--- config.mk ---
export PLATFORM = sky130hd
export DESIGN_NAME = bcd_conv_sched_flat
export DESIGN_NICKNAME = d
export VERILOG_FILES = /design/src/rtl/bcd_conv_sched_if.sv /design/src/rtl/bcd_conv_sched.sv /design/src/flat_wrapper.sv
export SDC_FILE = /design/constraint.sdc
export NUM_CORES = 1
export LEC_CHECK = 0
export CAP_MARGIN = 20
export CORE_MARGIN = 1.5
export CORE_UTILIZATION = 43
export CTS_CLUSTER_SIZE = 30
export DETAILED_ROUTE_END_ITERATION = 6
export HOLD_SLACK_MARGIN = 0.1
export PLACE_DENSITY = 0.95
export SLEW_MARGIN = 30
export SYNTH_ARGS = -nofsm -noshare
export SYNTH_HDL_FRONTEND = slang
export SYNTH_SLANG_ARGS = --single-unit
--- constraint.sdc ---
create_clock -name clk -period 8.1 [get_ports clk]
set_clock_uncertainty 0.2 [all_clocks]
set_input_delay 1.62 -clock clk [delete_from_list [all_inputs] [get_ports clk]]
set_output_delay 1.62 -clock clk [all_outputs]
set_load 0.01 [all_outputs]
--- src/rtl/bcd_conv_sched_if.sv ---
// Bundle of requester-side and shared-converter-side signals for the BCD conversion scheduler.
// The slave modport is the scheduler's view; the master modport drives requests and models the converter.
interface bcd_conv_sched_if #(
  parameter int N_REQ  = 4,
  parameter int DATA_W = 20
);
  localparam int ID_W = $clog2(N_REQ);

  logic [N_REQ-1:0]        req;
  logic [N_REQ*DATA_W-1:0] bin_in;
  logic [N_REQ-1:0]        ack;
  logic [23:0]             bcd_out;
  logic [ID_W-1:0]         bcd_id;
  logic                    bcd_valid;
  logic                    ovf;
  logic                    err;
  logic                    busy;
  logic                    conv_start;
  logic [DATA_W-1:0]       conv_data;
  logic                    conv_done;
  logic [23:0]             conv_bcd;

  modport master (
    output req, bin_in, conv_done, conv_bcd,
    input  ack, bcd_out, bcd_id, bcd_valid, ovf, err, busy, conv_start, conv_data
  );

  modport slave (
    input  req, bin_in, conv_done, conv_bcd,
    output ack, bcd_out, bcd_id, bcd_valid, ovf, err, busy, conv_start, conv_data
  );
endinterface

--- src/rtl/bcd_conv_sched.sv ---
// Round-robin scheduler sharing one binary-to-BCD converter among N_REQ requesters,
// with operand saturation to 999999 and a converter timeout that returns 24'hFFFFFF.
module bcd_conv_sched #(
  parameter int N_REQ   = 4,
  parameter int DATA_W  = 20,
  parameter int TIMEOUT = 64
) (
  input  logic             clk,
  input  logic             rst_n,
  bcd_conv_sched_if.slave  io_if
);
  localparam int                ID_W    = $clog2(N_REQ);
  localparam int                CNT_W   = $clog2(TIMEOUT);
  localparam logic [DATA_W-1:0] DEC_MAX = DATA_W'(999999);
  localparam logic [23:0]       BCD_ERR = 24'hFFFFFF;

  typedef enum logic [2:0] {S_IDLE, S_GRANT, S_START, S_WAIT, S_DONE} state_t;

  state_t            r_state;
  state_t            w_state_next;
  logic [ID_W-1:0]   r_ptr;
  logic [ID_W-1:0]   r_gnt;
  logic [ID_W-1:0]   w_winner;
  logic              w_found;
  logic [DATA_W-1:0] w_ops [N_REQ];
  logic [DATA_W-1:0] w_operand;
  logic              w_sat;
  logic [DATA_W-1:0] r_conv_data;
  logic              r_ovf;
  logic [CNT_W-1:0]  r_cnt;
  logic              w_timeout;
  logic [23:0]       r_bcd_out;
  logic [ID_W-1:0]   r_bcd_id;
  logic              r_ovf_out;
  logic              r_err_out;

  genvar gi;
  generate
    for (gi = 0; gi < N_REQ; gi++) begin : g_ops
      assign w_ops[gi] = io_if.bin_in[gi*DATA_W +: DATA_W];
    end
  endgenerate

  // Scan downward so the requester closest to r_ptr is the last (winning) assignment.
  always_comb begin
    w_found  = 1'b0;
    w_winner = r_ptr;
    for (int k = N_REQ - 1; k >= 0; k--) begin
      if (io_if.req[(int'(r_ptr) + k) % N_REQ]) begin
        w_found  = 1'b1;
        w_winner = ID_W'((int'(r_ptr) + k) % N_REQ);
      end
    end
  end

  assign w_operand = w_ops[w_winner];
  assign w_sat     = (w_operand > DEC_MAX);
  assign w_timeout = (r_cnt == CNT_W'(TIMEOUT - 1));

  always_comb begin
    w_state_next = r_state;
    unique case (r_state)
      S_IDLE:  if (|io_if.req) w_state_next = S_GRANT;
      S_GRANT: w_state_next = w_found ? S_START : S_IDLE;
      S_START: w_state_next = S_WAIT;
      S_WAIT:  if (io_if.conv_done || w_timeout) w_state_next = S_DONE;
      S_DONE:  w_state_next = S_IDLE;
      default: w_state_next = S_IDLE;
    endcase
  end

  always_ff @(posedge clk or negedge rst_n) begin
    if (!rst_n) r_state <= S_IDLE;
    else        r_state <= w_state_next;
  end

  // Result registers load only on the WAIT->DONE edge so they hold between completions.
  always_ff @(posedge clk or negedge rst_n) begin
    if (!rst_n) begin
      r_ptr       <= '0;
      r_gnt       <= '0;
      r_conv_data <= '0;
      r_ovf       <= 1'b0;
      r_cnt       <= '0;
      r_bcd_out   <= '0;
      r_bcd_id    <= '0;
      r_ovf_out   <= 1'b0;
      r_err_out   <= 1'b0;
    end else begin
      case (r_state)
        S_GRANT: begin
          if (w_found) begin
            r_gnt       <= w_winner;
            r_conv_data <= w_sat ? DEC_MAX : w_operand;
            r_ovf       <= w_sat;
          end
        end
        S_START: r_cnt <= '0;
        S_WAIT: begin
          r_cnt <= r_cnt + CNT_W'(1);
          if (io_if.conv_done || w_timeout) begin
            r_bcd_out <= io_if.conv_done ? io_if.conv_bcd : BCD_ERR;
            r_err_out <= ~io_if.conv_done;
            r_ovf_out <= r_ovf;
            r_bcd_id  <= r_gnt;
          end
        end
        S_DONE: r_ptr <= (r_gnt == ID_W'(N_REQ - 1)) ? '0 : r_gnt + ID_W'(1);
        default: ;
      endcase
    end
  end

  always_comb begin
    io_if.ack = '0;
    if (r_state == S_DONE) io_if.ack[r_gnt] = 1'b1;
  end

  assign io_if.bcd_valid  = (r_state == S_DONE);
  assign io_if.busy       = (r_state != S_IDLE);
  assign io_if.conv_start = (r_state == S_START);
  assign io_if.conv_data  = r_conv_data;
  assign io_if.bcd_out    = r_bcd_out;
  assign io_if.bcd_id     = r_bcd_id;
  assign io_if.ovf        = r_ovf_out;
  assign io_if.err        = r_err_out;
endmodule

--- src/flat_wrapper.sv ---
// flat-port wrapper written by rule: the top's interface ports become plain ports
module bcd_conv_sched_flat 
#(
  parameter int N_REQ   = 4,
  parameter int DATA_W  = 20,
  parameter int TIMEOUT = 64
)
  (clk, rst_n, io_if_req, io_if_bin_in, io_if_conv_done, io_if_conv_bcd, io_if_ack, io_if_bcd_out, io_if_bcd_id, io_if_bcd_valid, io_if_ovf, io_if_err, io_if_busy, io_if_conv_start, io_if_conv_data);
  bcd_conv_sched_if #(.N_REQ(N_REQ), .DATA_W(DATA_W)) io_if_i ();
  input  logic clk;
  input  logic rst_n;
  input wire logic [$bits(io_if_i.req)-1:0] io_if_req;
  input wire logic [$bits(io_if_i.bin_in)-1:0] io_if_bin_in;
  input wire logic [$bits(io_if_i.conv_done)-1:0] io_if_conv_done;
  input wire logic [$bits(io_if_i.conv_bcd)-1:0] io_if_conv_bcd;
  output wire logic [$bits(io_if_i.ack)-1:0] io_if_ack;
  output wire logic [$bits(io_if_i.bcd_out)-1:0] io_if_bcd_out;
  output wire logic [$bits(io_if_i.bcd_id)-1:0] io_if_bcd_id;
  output wire logic [$bits(io_if_i.bcd_valid)-1:0] io_if_bcd_valid;
  output wire logic [$bits(io_if_i.ovf)-1:0] io_if_ovf;
  output wire logic [$bits(io_if_i.err)-1:0] io_if_err;
  output wire logic [$bits(io_if_i.busy)-1:0] io_if_busy;
  output wire logic [$bits(io_if_i.conv_start)-1:0] io_if_conv_start;
  output wire logic [$bits(io_if_i.conv_data)-1:0] io_if_conv_data;
  assign io_if_i.req = io_if_req;
  assign io_if_i.bin_in = io_if_bin_in;
  assign io_if_i.conv_done = io_if_conv_done;
  assign io_if_i.conv_bcd = io_if_conv_bcd;
  assign io_if_ack = io_if_i.ack;
  assign io_if_bcd_out = io_if_i.bcd_out;
  assign io_if_bcd_id = io_if_i.bcd_id;
  assign io_if_bcd_valid = io_if_i.bcd_valid;
  assign io_if_ovf = io_if_i.ovf;
  assign io_if_err = io_if_i.err;
  assign io_if_busy = io_if_i.busy;
  assign io_if_conv_start = io_if_i.conv_start;
  assign io_if_conv_data = io_if_i.conv_data;
  bcd_conv_sched #(.N_REQ(N_REQ), .DATA_W(DATA_W), .TIMEOUT(TIMEOUT)) u_core (.clk(clk), .rst_n(rst_n), .io_if(io_if_i));
endmodule
==> results.toml, run 1 <==
[logic_synthesis]
yosysSeqAreaShare = 0.477
syn-cell-area_mm2 = 0.00325
yosys_warnings = 0
ys_ff_latch = 62
yosys.area.top_type = "dfrtp_1"
mappedNetlistNets = 415
synth_cell_type_count = 40
synth_top_area_frac = 0.477
syn_inst = 299
syn_area_per_cell_um2 = 10.9
yosys-top-cells-area = "dfrtp_1 (48%), mux2i_1 (11%), mux2_2 (8.7%)"

[route]
drc = 0
first_iter_violations = 146
antenna_left = 0
detail_route.wl_per_cell_um = 16.9
viasPerCell = 5.32
first_pass_iters = 4
wl_um = 9580
routed-via-count = 3012

[sta]
hold_viol_final = 0
fin_crit_ns = 4.89
worstMarginPinSlew_ns = 0.896
period_share = 0.603
max_slew_margin = 0.403
slew_violations = 0
setup_violations = 0
clock.fmax_mhz = 205
setup_tns_ns = 0
grt_setup_unrepaired = "false"

[clocking]
cts_root_buf = "clkbuf_8"
cts_resized = 0
post-cts-setup-buffers = 0
clk_pin_slew_ns = 0.07
cts_buffers = 9
htree_levels = 3
cts.sinks = 62
clk_latency_ns = 0.33
ctsLongestPathBuffers = 2
cts_tree = "done"
hold_buffers = 0

[place]
post-place-cells = 550
port_buffers = 165
dp_hpwl_um = 7100
routabilityCongestion = 0.802

[hold_path]
hp-class = "flip-flop to flip-flop"

[power_and_ir_drop]
p_per_area_mw_per_mm2 = 343
ir_drop_uv = 184
power_w = 0.00178
p_leak_nw = 2.13

[floorplanning]
num_rows = 31
die_h_um = 89.9
core_mm2 = 0.00729
num_io_pins = 166
die_w_um = 89.9
dieArea_mm2 = 0.00809
start_util = 0.446

[worst_setup_path]
path_cells = "clkdlybuf4s50_1, nor2b_1, o21ai_0, o31ai_4, buf_4, mux2i_1, mux2_2, a41oi_1, o31ai_1, a21oi_1"
crit_buf_inv = 2
crit_path_max_fanout = 41
cp.arrival_ns = 4.86
worstSetupPathType = "input port to flip-flop"
cp-start-kind = "input port"
required_ns = 8.08
critical-path-top-delay-family = "compound AO/OA/AOI/OAI gates"
cp_slowest_cell = "o31ai_1"
cp-end-kind = "flip-flop"
cpPeakStageDelay_ns = 0.76

[final_layout]
multi_input_area_mm2 = 0.00161
seqCellArea_mm2 = 0.00155
layoutNonFillerInstCount = 566
syn2layout_area_growth_pct = 59.2
fin_nets = 578
layout-drive-gt1-share = 0.111
diodes = 0
fill_cells = 550

[job]
maxCapViolations = 0

[grt]
grt_pass1_wl_um = 15600
overflow = 0
antenna_found_initial = 0
grt_pass1_vias = 3230
grtUsageTotal = 0.241
grt_max_degree = 63

[outcome]
outcome = "finished, final reports clean"
==> routing by layer <==
metal	wire, um	GRT usage	vias to the layer above
li1	-	-	1415
met1	3840	0.264	1452
met2	4780	0.428	122
met3	687	0.0761	23
met4	267	0.107	0
met5	0	0	-
==> worst paths after layout <==
| check | start | endpoint | slack [ns] | cells after the start |
|---|---|---|---|---|
| hold reg to reg | u_core.io_if.conv_data[18] | u_core.io_if.conv_data[18] | 0.28 | 2 |
| max in group asynchronous | rst_n | u_core.io_if.conv_data[5] | 5.94 | 2 |
| hold / removal | u_core.io_if.conv_data[18] | u_core.io_if.conv_data[18] | 0.28 | 2 |
| min in group asynchronous | rst_n | u_core.r_cnt[2] | 1.25 | 2 |
| setup reg to reg | u_core.r_ptr[0] | u_core.io_if.conv_data[1] | 4.63 | 9 |
| setup / recovery | io_if_req[2] | u_core.io_if.conv_data[1] | 3.21 | 10 |
==> sequential cells by signal (all words and copies together), names as in the netlist <==
name / cells
u_core.r_state: 3
u_core.io_if.bcd_id: 2
u_core.r_ptr: 2
u_core.r_ovf: 1
u_core.r_gnt: 2
u_core.io_if.err: 1
u_core.io_if.ovf: 1
u_core.io_if.conv_data: 20
u_core.io_if.bcd_out: 24
u_core.r_cnt: 6
==> cells by family after synthesis <==
logic type,synth area share
compound gates,0.176
simple gates,0.100
flops,0.477
mux,0.197
buf+inv,0.0296
fa+ha+maj,0.0192
==> tightest hold or removal path, cell delays in order, from the launching register on <==
cell     delay (ns)
dfrtp_1        0.34
nand2_1        0.04
o21ai_0        0.06
==> cells in the mapped netlist <==
| master | instances |
|---|---|
| dfrtp_1 | 62 |
| mux2i_1 | 36 |
| nand2_1 | 28 |
| o21ai_0 | 28 |
| mux2_2 | 25 |
| o22a_1 | 24 |
| nor2_1 | 16 |
| a21oi_1 | 12 |
| clkbuf_1 | 11 |
| and2_1 | 5 |
| ha_1 | 5 |
| inv_1 | 4 |
| nand3_1 | 4 |
| nor2b_1 | 4 |
| a22o_1 | 2 |
| buf_2 | 2 |
| buf_4 | 2 |
| nor3_1 | 2 |
| o21a_1 | 2 |
| o31ai_1 | 2 |
| or2_2 | 2 |
| or3_1 | 2 |
| or4_1 | 2 |
| a211o_1 | 1 |
| a21o_1 | 1 |
| a311oi_1 | 1 |
| a31oi_1 | 1 |
| a41oi_1 | 1 |
| and3_1 | 1 |
| buf_1 | 1 |
| buf_6 | 1 |
| nand2b_1 | 1 |
| nand3b_1 | 1 |
| nor3b_1 | 1 |
| nor4_1 | 1 |
| o211a_1 | 1 |
| o211ai_1 | 1 |
| o31a_1 | 1 |
| o31ai_4 | 1 |
| o41ai_4 | 1 |
==> cell usage in the layout, fill, tap and decap left out, types with 5 or more instances in the layout <==
cell type	instances
nor2_1	15
o21ai_0	28
mux2i_1	36
clkbuf_8	10
nand2_1	28
ha_1	5
o22a_1	24
and2_1	5
a21oi_1	12
dfrtp_1	62
mux2_2	25
clkdlybuf4s50_1	164
==> final cells by class <==
type                    count  share of cell area
repair buffers            169               0.324
well taps                  99              0.0239
inverters                   4             0.00290
clock buffers              10              0.0266
clock inverters             6              0.0118
multi-input cells         216               0.311
flip-flops and latches     62               0.300
==> where the power goes <==
part           internal [W]  switching [W]  total (W)
clock network      0.000149       0.000121   0.000270
logic              0.000501       0.000442   0.000943
registers          0.000460       0.000104   0.000564
==> metrics by stage <==
step | instance area (um2) | worst slack (ns) | utilization | hold WS, ns
3_3_place_gp | 4970 | 3.23 | 0.682 | 0.266
5_1_grt | 5180 | 3.01 | 0.710 | 0.301
2_1_floorplan | 3250 | 4.25 | - | 0.266
3_5_place_dp | 4970 | 2.93 | 0.682 | 0.270
6_report | 5180 | 3.21 | 0.710 | 0.282
4_1_cts | 5170 | 3.29 | 0.709 | 0.285
(Power assumes the default switching activity.)
==> run 2, diff against run 1 <==
Settings changed: CORE_UTILIZATION 43 to 40, PLACE_DENSITY 0.95 to 0.93.
Clock period 8.1 ns to 5.06 ns, I/O delays scaled along.
==> run 2 against run 1 <==
Worst setup slack lost 2.2 ns. Via count down 0.63%. Final cell count increased by 0.18%. Routed wire length fell by 1.1%. Count of clock-buffer cells in the layout unchanged. Critical path type unchanged. Power is 59% higher. First-iteration DRC count shrank 6.2%. Critical endpoint unchanged. Design area about the same. Largest cell class unchanged.
==> results.toml, run 2 (synthesized netlist as in run 1, its figures left out) <==
[outcome]
outcome = "finished, final reports clean"

[place]
dp_hpwl_um = 7120
post_dp_cell_area_mm2 = 0.00499
port_buffers = 165
routabilityCongestion = 0.813

[final_layout]
diodes = 0
finalInstanceArea_mm2 = 0.00518
final_cell_mix = "clkdlybuf4s50_1 (164), dfrtp_1 (62), mux2i_1 (36)"
syn2layout_area_growth_pct = 59.3
fin_nets = 577
layout-drive-gt1-share = 0.108
largest_reg_flops = 24
fill_cells = 601
final_common_cell = "clkdlybuf4s50_1"

[clocking]
clk_latency_ns = 0.32
cts_resized = 0
htree_levels = 3
cts_root_buf = "clkbuf_8"
ctsLongestPathBuffers = 2
hold_buffers = 0
post-cts-setup-buffers = 0
cts.sinks = 62
cts_tree = "done"
clk_pin_slew_ns = 0.06
cts_buffers = 9

[power_and_ir_drop]
p_comb_frac = 0.533
pwr-share-clk = 0.147
power_frac_seq = 0.320
p_int_w = 0.00178
ir_drop_uv = 351
p_per_area_mw_per_mm2 = 547
power.switching_w = 0.00105
netSwitchingFraction = 0.372
p_leak_nw = 2.13

[route]
wl_um = 9470
routed-via-count = 2993
antenna_left = 0
first_iter_violations = 137
drc = 0
viasPerCell = 5.28
detail_route.wl_per_cell_um = 16.7
first_pass_iters = 4

[grt]
grtUsageTotal = 0.221
grt_pass1_vias = 3102
grt_pass1_wl_um = 14900
grt_max_degree = 63
antenna_found_initial = 0
overflow = 0

[sta]
worstMarginPinSlew_ns = 0.878
period_share = 0.809
clock.fmax_mhz = 244
setup_violations = 0
holdWs_ns = 0.286
setup_tns_ns = 0
max_slew_margin = 0.415
hold_viol_final = 0
grt_setup_unrepaired = "false"
fin_crit_ns = 4.09
slew_violations = 0

[floorplanning]
dieArea_mm2 = 0.00868
start_util = 0.416
die_h_um = 93.1
num_io_pins = 166
num_rows = 32
core_mm2 = 0.00781
die_w_um = 93.1

[worst_setup_path]
crit_buf_inv = 1
cp-end-kind = "flip-flop"
required_ns = 5.02
r2r-start = "u_core.r_ptr[0]"
cp-start-kind = "input port"
path_cells = "clkdlybuf4s50_1, nor2b_1, o21ai_0, o211a_1, mux2_2, a41oi_1, o31ai_1, a21oi_1"
cp-startpoint = "io_if_req[0]"
crit_path_max_fanout = 27
worstSetupPathType = "input port to flip-flop"
cp_slowest_cell = "o31ai_1"
critical-path-top-delay-family = "compound AO/OA/AOI/OAI gates"
cpPeakStageDelay_ns = 0.78
cp.arrival_ns = 4.06

[hold_path]
hp-class = "flip-flop to flip-flop"
min_from = "u_core.io_if.bcd_out[6]"

[job]
maxCapViolations = 0
-- run 2: power by group through the flow --
stage | sequential (W) | clock [W] | combinational, W
2_1_floorplan | 0.000962 | 0 | 0.000761
3_3_place_gp | 0.000890 | 0 | 0.00146
3_5_place_dp | 0.000911 | 0 | 0.00151
4_1_cts | 0.000907 | 0.000427 | 0.00152
5_1_grt | 0.000937 | 0.000453 | 0.00164
6_report | 0.000908 | 0.000415 | 0.00151
-- run 2: worst paths after layout --
check / cells after the start / slack, ns / to
worst max-delay path: 8 / 0.97 / u_core.io_if.conv_data[1]
worst min-delay path: 1 / 0.29 / u_core.io_if.bcd_out[6]
min in group asynchronous: 2 / 0.64 / u_core.io_if.bcd_out[0]
worst max register to register: 7 / 1.78 / u_core.io_if.conv_data[1]
max in group asynchronous: 2 / 3.51 / u_core.io_if.conv_data[2]
worst min register to register: 1 / 0.29 / u_core.io_if.bcd_out[6]
-- run 2: stage by stage --
step	worst slack (ns)	std cells	power [W]	util
3_3_place_gp	0.861	552	0.00235	0.638
6_report	0.966	567	0.00283	0.663
2_1_floorplan	1.82	299	0.00172	-
3_5_place_dp	0.676	552	0.00242	0.639
5_1_grt	0.691	567	0.00303	0.663
4_1_cts	1.04	567	0.00285	0.663
-- run 2: per-layer routing --
| metal | share of wire | vias up | global-route usage |
|---|---|---|---|
| met2 | 0.53 | 108 | 0.398 |
| met5 | 0 | - | 0 |
| met1 | 0.38 | 1449 | 0.249 |
| li1 | - | 1420 | - |
| met4 | 0.022 | 0 | 0.0808 |
| met3 | 0.064 | 16 | 0.0569 |
-- run 2: final cells by class --
cell class | instances | area [um2] | share of cell area
clock inverter | 5 | 50.0 | 0.00966
clock buffer | 10 | 138 | 0.0266
inverter | 4 | 15.0 | 0.00290
sequential | 62 | 1550 | 0.300
tap | 102 | 128 | 0.0246
multi-input combinational | 216 | 1620 | 0.312
timing repair buffer | 168 | 1680 | 0.325
==> run 3, diff against run 2 <==
Clock period 5.06 ns to 3.9 ns, I/O delays scaled along.
==> run 3 against run 2 <==
Final cell count is 0.88% higher. Die area unchanged. Power increased by 30%. Utilization rose by 0.34 points. Design area is 0.51% higher. Sequential cell count did not move. Via count shrank 0.67%. Global-route usage barely moved. Routed wire length is essentially flat. Combinational power grew 32%. Highest routed layer unchanged.
==> results.toml, run 3 (synthesized netlist as in run 1, its figures left out) <==
[outcome]
outcome = "finished, final reports clean"

[floorplanning]
num_rows = 32
num_io_pins = 166
die_w_um = 93.1
core_mm2 = 0.00781
die_h_um = 93.1
start_util = 0.416
dieArea_mm2 = 0.00868

[place]
dp_hpwl_um = 7370
routabilityCongestion = 0.812
port_buffers = 165

[route]
routed-via-count = 2973
drc = 0
detail_route.wl_per_cell_um = 16.6
antenna_left = 0
first_iter_violations = 132
viasPerCell = 5.20
first_pass_iters = 4
wl_um = 9480

[worst_setup_path]
required_ns = 3.88
crit_path_max_fanout = 32
r2r_slack_ns = 0.86
r2r-start = "u_core.r_ptr[1]"
cp-start-kind = "input port"
rr_endpoint = "u_core.io_if.conv_data[5]"
worstSetupPathType = "input port to flip-flop"
r2r_cells = 9
cp.arrival_ns = 3.60
cp-end-kind = "flip-flop"

[sta]
hold_viol_final = 0
slew_violations = 0
setup_violations = 0
fin_crit_ns = 3.62
holdWs_ns = 0.252
grt_setup_unrepaired = "false"
period_share = 0.928
clock.fmax_mhz = 276
worstMarginPinSlew_ns = 0.866
max_slew_margin = 0.421

[grt]
grt_max_degree = 50
grt_pass1_vias = 3179
grt_pass1_wl_um = 15000
antenna_found_initial = 0
grtUsageTotal = 0.220
overflow = 0

[final_layout]
largest_reg_flops = 24
layout-drive-gt1-share = 0.115
final_common_cell = "clkdlybuf4s50_1"
diodes = 0
syn2layout_area_growth_pct = 60.1
fill_cells = 603
fin_nets = 581
final_cell_mix = "clkdlybuf4s50_1 (164), dfrtp_1 (62), mux2i_1 (36)"

[clocking]
ctsLongestPathBuffers = 2
cts_tree = "done"
cts_buffers = 9
cts_root_buf = "clkbuf_8"
post-cts-setup-buffers = 0
hold_buffers = 0
clk_pin_slew_ns = 0.07
cts.sinks = 62
clk_latency_ns = 0.33
htree_levels = 3
cts_resized = 0

[job]
maxCapViolations = 0

[hold_path]
hp-class = "input port to async pin"

[power_and_ir_drop]
p_per_area_mw_per_mm2 = 709
ir_drop_uv = 411
power_w = 0.00369
p_leak_nw = 2.14
run 3: worst max-delay path, cell delays in order:
cell and delay, ns:
clkdlybuf4s50_1 0.56, nand3b_1 0.14, o31ai_1 0.10, o31ai_4 0.26, buf_12 0.27, mux2i_1 0.24, mux2_2 0.19, a41oi_1 0.15
o31ai_1 0.74, a21oi_1 0.16
run 3: how the worst max path moves through the flow:
stage / startpoint / end / slack [ns] / depth (start not counted)
after floorplan: io_if_req[0] / u_core.io_if.conv_data[14] / 0.89 / 9
after global placement: io_if_req[2] / u_core.io_if.conv_data[14] / 0.14 / 8
after detailed placement: io_if_req[3] / u_core.io_if.conv_data[5] / -0.06 / 10
after CTS: io_if_req[3] / u_core.io_if.conv_data[5] / 0.27 / 10
after global routing: io_if_req[3] / u_core.io_if.conv_data[5] / 0.07 / 10
final: io_if_req[3] / u_core.io_if.conv_data[5] / 0.28 / 10
run 3: area by class of cell:
type                       count  area [um2]  area share
clock buffer                  13         169      0.0325
sequential                    62        1550       0.298
timing repair buffer         172        1710       0.329
inverter                       4        15.0     0.00288
clock inverter                 3        17.5     0.00337
multi-input combinational    216        1610       0.309
tap                          102         128      0.0245
run 3: power by group:
group / switching, W / total (W) / internal [W]
clock network: 0.000243 / 0.000523 / 0.000281
logic: 0.000928 / 0.00200 / 0.00107
registers: 0.000212 / 0.00117 / 0.000956
total: 0.00138 / 0.00369 / 0.00231
run 3: through the flow:
stage,TNS [ns],utilization,setup WS (ns),std cells,area (um2)
after floorplan,0,-,0.894,299,3250
after global placement,0,0.642,0.143,556,5010
after detailed placement,-0.240,0.642,-0.0614,556,5010
after CTS,0,0.666,0.272,572,5200
after global routing,0,0.667,0.0732,572,5200
final,0,0.667,0.280,572,5200
run 3: per-layer routing:
layer	vias up	wire, um	GRT usage	part of all wire
met1	1421	3730	0.248	0.39
met3	19	554	0.0593	0.058
met2	105	5000	0.395	0.53
met5	-	0	0	0
li1	1428	-	-	-
met4	0	194	0.0833	0.020
